### src/rtl/sig_phase_scheduler.sv
// Highway/country-road phase scheduler: sequences both signal heads through green,
// yellow and all-red dwells and arbitrates the country sensor, pedestrian and emergency.
module sig_phase_scheduler #(
   parameter int HWY_MIN_GREEN   = 8,
   parameter int CNTRY_MAX_GREEN = 6,
   parameter int YELLOW_CYCLES   = 3,
   parameter int ALLRED_CYCLES   = 2,
   parameter int WALK_CYCLES     = 5,
   parameter int CNT_W           = 8
) (
   input  logic       clock,
   input  logic       clear,
   input  logic       x,
   input  logic       ped_req,
   input  logic       emerg,
   output logic [1:0] hwy,
   output logic [1:0] cntry,
   output logic       walk,
   output logic [2:0] phase
);

   typedef enum logic [2:0] {
      S_HG   = 3'd0,
      S_HY   = 3'd1,
      S_AR1  = 3'd2,
      S_CG   = 3'd3,
      S_CY   = 3'd4,
      S_AR2  = 3'd5,
      S_WALK = 3'd6
   } state_t;

   localparam logic [1:0] RED = 2'd0;
   localparam logic [1:0] YEL = 2'd1;
   localparam logic [1:0] GRN = 2'd2;

   state_t            state;
   state_t            state_next;
   logic [CNT_W-1:0]  cnt;
   logic [CNT_W-1:0]  cnt_next;
   logic              ped_pending;
   logic              ped_next;
   logic              expired;

   function automatic logic [CNT_W-1:0] dwell_load(input state_t s);
      case (s)
         S_HG:         dwell_load = CNT_W'(HWY_MIN_GREEN - 1);
         S_HY, S_CY:   dwell_load = CNT_W'(YELLOW_CYCLES - 1);
         S_AR1, S_AR2: dwell_load = CNT_W'(ALLRED_CYCLES - 1);
         S_CG:         dwell_load = CNT_W'(CNTRY_MAX_GREEN - 1);
         S_WALK:       dwell_load = CNT_W'(WALK_CYCLES - 1);
         default:      dwell_load = CNT_W'(HWY_MIN_GREEN - 1);
      endcase
   endfunction

   function automatic logic [1:0] hwy_of(input state_t s);
      case (s)
         S_HG:    hwy_of = GRN;
         S_HY:    hwy_of = YEL;
         default: hwy_of = RED;
      endcase
   endfunction

   function automatic logic [1:0] cntry_of(input state_t s);
      case (s)
         S_CG:    cntry_of = GRN;
         S_CY:    cntry_of = YEL;
         default: cntry_of = RED;
      endcase
   endfunction

   assign expired = (cnt == '0);

   always_comb begin
      state_next = state;
      case (state)
         S_HG:   if (expired && !emerg && (x || ped_pending)) state_next = S_HY;
         S_HY:   if (expired) state_next = S_AR1;
         S_AR1: begin
            if (expired) begin
               if (emerg)            state_next = S_HG;
               else if (ped_pending) state_next = S_WALK;
               else                  state_next = S_CG;
            end
         end
         // Country green yields immediately, even on its first cycle.
         S_CG:   if (emerg || !x || expired) state_next = S_CY;
         S_CY:   if (expired) state_next = S_AR2;
         S_AR2:  if (expired) state_next = S_HG;
         S_WALK: if (expired) state_next = S_AR2;
         default: state_next = S_HG;
      endcase
   end

   always_comb begin
      cnt_next = cnt;
      if (state_next != state) cnt_next = dwell_load(state_next);
      else if (!expired)       cnt_next = cnt - CNT_W'(1);
   end

   // Entering WALK consumes the request; a same-cycle request is dropped.
   always_comb begin
      ped_next = ped_pending;
      if (state_next == S_WALK && state != S_WALK) ped_next = 1'b0;
      else if (ped_req && state != S_WALK)         ped_next = 1'b1;
   end

   always_ff @(posedge clock or negedge clear) begin
      if (!clear) begin
         state       <= S_HG;
         cnt         <= CNT_W'(HWY_MIN_GREEN - 1);
         ped_pending <= 1'b0;
         hwy         <= GRN;
         cntry       <= RED;
         walk        <= 1'b0;
      end else begin
         state       <= state_next;
         cnt         <= cnt_next;
         ped_pending <= ped_next;
         hwy         <= hwy_of(state_next);
         cntry       <= cntry_of(state_next);
         walk        <= (state_next == S_WALK);
      end
   end

   assign phase = state;

endmodule

### config.mk
export PLATFORM = sky130hd
export DESIGN_NAME = sig_phase_scheduler
export DESIGN_NICKNAME = d
export VERILOG_FILES = /design/src/rtl/sig_phase_scheduler.sv
export SDC_FILE = /design/constraint.sdc
export NUM_CORES = 1
export LEC_CHECK = 0
export CORE_MARGIN = 1
export CORE_UTILIZATION = 60
export DETAILED_ROUTE_END_ITERATION = 6
export DONT_BUFFER_PORTS = 1
export HOLD_SLACK_MARGIN = 0.12
export PLACE_DENSITY = 0.79
export SYNTH_ARGS = -nofsm -noshare
export SYNTH_HDL_FRONTEND = slang
export SYNTH_SLANG_ARGS = --single-unit
### constraint.sdc
create_clock -name clock -period 3.2 [get_ports clock]
set_clock_uncertainty 0.15 [all_clocks]
set_input_delay 0.48 -clock clock [delete_from_list [all_inputs] [get_ports clock]]
set_output_delay 0.48 -clock clock [all_outputs]
set_load 0.05 [all_outputs]
==> impl_metrics.yaml <==
critical_path:
  cp.arrival_ns: 2.58
  startpoint: "phase[1]"
  worstPathRequired_ns: 3.30
  startpoint_type: "flip-flop"
  crit_slowest_cell: "dfrtp_1"
  path_depth: 5
  path_buf_inv: 0
  cp-end-kind: "flip-flop"
  rr_startpoint: "phase[1]"
  worstPathMaxFanout: 14
  r2r_slack_ns: 0.72
  r2r_end: "cnt[2]"
  path_delay_family: "flip-flops"
  reg2regPathDepth: 5
  endpoint: "cnt[2]"
  critPathMaxStageDelay_ns: 0.91
  path_class: "flip-flop to flip-flop"
  worstPathCellList: "nor2b_1 > o2111ai_1 > o211ai_1 > nor2_1 > o311a_1"
timing:
  hold_slack_ns: 0.2182
  rsz0062_at_grt: "false"
  tightest_slew_ns: 0.8451
  worst_slack_ns: 0.7181
  fin_crit_ns: 2.482
  drv_slew: 0
  fin_crit_sh_pct: 77.56
  fmax_mhz: 402.9
  setup_viol: 0
  max_slew_margin_pct: 43.66
  hold_viol_final: 0
  tns_ns: 0
placement:
  dp.cells: 129
  io_buffers: 0
  hpwl_um: 1646
  gp_congestion: 0.9284
  pre_cts_ws_ns: 0.7842
clock_network:
  post_cts_resized: 0
  cts_buffer_depth: 2
  clk_pin_slew_ns: 0.11
  numCtsBuffers: 3
  cts_tree: "done"
  h-tree-depth: 1
  clk_latency_ns: 0.31
  clkSinkCount: 17
  cts_root_buffer: "clkbuf_4"
logic_synthesis:
  synth-xor-area-share_pct: 3.977
  synth_top_family_by_area: "simple AND/OR/NAND/NOR gates"
  synth-simple-area-share_pct: 27.39
  ys_warn_count: 0
  synth_mux_area_share_pct: 1.932
  ys.flop_type: "dfrtp_1"
  synthDistinctLibCells: 50
  syn_area_mm2: 0.001101
  avgSynthCellArea_um2: 10.39
  ys_async_sr_fraction_pct: 100.0
  synth_edf_count: 0
  synth-compound-area-share_pct: 22.16
  syn_nets: 112
  synthCells: 106
  synth_seq_cells: 17
  yosysSeqAreaShare_pct: 39.09
  synthAdderAreaFrac_pct: 1.136
layout:
  antennaDiodeCount: 0
  drive_above_1_share_pct: 24.77
  area_growth_pct: 4.660
  layout_common_cells: "dfrtp_1 (13), nor2_1 (9)"
  final_cells: 134
  final_common_cell: "dfrtp_1"
  nets: 116
detailed_routing:
  vias: 875
  drt_iter0_drc: 38
  detail_route.first_pass.iterations: 4
  detail-route-antenna-nets: 0
  wirelength_um: 2269
  drc: 0
  viasPerCell: 6.530
  wl_per_cell_um: 16.93
grt:
  gr-usage-met3_pct: 5.200
  grt_use_met2_pct: 39.12
  grt_overflow: 0
  antenna_found_initial: 0
  use_met1_pct: 32.56
  grt_max_degree: 18
  gr-usage-all-layers_pct: 24.81
  grt_pass1_vias: 793
  grt.busiest_layer: "met2"
  grt_pass1_wl_um: 3588
floorplanning:
  core_mm2: 0.001727
  floorplan.rows: 15
  die_h_um: 44.84
  pin_count: 13
  die-area_mm2: 0.002010
  die_w_um: 44.84
  initial_utilization_pct: 63.77
pwr:
  irDropWorstVdd_v: 0.0005832
  p_per_area_mw_per_mm2: 849.3
  leakage_nw: 0.4394
  power.total_mw: 0.9787
flow_run:
  maxCapViolCount: 0
worst_hold_path:
  hold_path_depth: 2
  hold_class: "input port to flip-flop"
run_status:
  status: "finished, final reports clean"
## worst register-to-register path, stage by stage, from the launching register on
cell	delay [ns]
dfrtp_1	0.91
nor2b_1	0.37
o2111ai_1	0.26
o211ai_1	0.26
nor2_1	0.13
o311a_1	0.34
## through the flow
stage / util, % / instance area, um2
after floorplan: - / 1101
after global placement: 64.57 / 1115
after detailed placement: 64.57 / 1115
after CTS: 66.74 / 1152
after global routing: 66.74 / 1152
final: 66.74 / 1152
## layout make-up
| cell class | count | area (um2) |
|---|---|---|
| Clock inverter | 1 | 5.005 |
| Sequential cell | 17 | 430.4 |
| Multi-Input combinational cell | 81 | 623.1 |
| Tap cell | 25 | 31.28 |
| Timing Repair Buffer | 3 | 25.02 |
| Inverter | 4 | 15.01 |
| Fill cell | 142 | 574.3 |
| Clock buffer | 3 | 22.52 |
## state kept, by name, indices dropped and copies added, names as in the netlist
name / flops
cnt: 8
phase: 3
cntry: 2
hwy: 2
ped_pending: 1
walk: 1
## Yosys cell counts, types with 2 or more instances
| cell type | n | area, um2 |
|---|---|---|
| a21oi_1 | 5 | 25.02 |
| a31oi_1 | 2 | 12.51 |
| buf_2 | 2 | 10.01 |
| buf_6 | 2 | 22.52 |
| dfrtp_1 | 13 | 325.3 |
| dfstp_2 | 4 | 105.1 |
| inv_1 | 4 | 15.01 |
| nand2_1 | 3 | 11.26 |
| nand2b_1 | 5 | 31.28 |
| nor2_1 | 9 | 33.78 |
| nor2b_1 | 5 | 31.28 |
| nor4_1 | 4 | 25.02 |
| o21ai_0 | 5 | 25.02 |
| or3_1 | 3 | 18.77 |
| xnor2_1 | 5 | 43.79 |
## logic make-up (layout without fill, tap and decap cells)
group,after synthesis,in the layout
muxes,2,2
adders and majority gates,1,1
xor gates and xnor gates,5,5
buffers and inverters,8,11
AOI/OAI and AO/OA,29,29
DFF,17,17
and+or+nand+nor,44,44
## per-layer routing
layer	vias to the layer above	share of wire, %	wire, um
met2	46	47	1059
li1	403	-	-
met5	-	0	0
met1	418	44	994
met4	0	3.1	70
met3	8	6.4	145
## where the power goes
group	internal (mW)	leakage [nW]	switching [mW]
Clock	0.0467	0.0177	0.0767
Combinational	0.191	0.219	0.251
Sequential	0.292	0.203	0.122
Total	0.529	0.439	0.450
## worst min path at each step
stage | from | endpoint | slack [ns]
2_1_floorplan | clear | cnt[3] | 0.03
3_3_place_gp | clear | ped_pending | 0.03
3_5_place_dp | clear | ped_pending | 0.03
4_1_cts | ped_req | ped_pending | 0.21
5_1_grt | ped_req | ped_pending | 0.23
6_report | ped_req | ped_pending | 0.22
## repair_timing
| item | in CTS | in global routing |
|---|---|---|
| hold buffers | 1 | 0 |
| buffers inserted | 0 | 0 |
| hold endpoints to repair | 17 | 0 |
Power figures use the tool's default switching activity.
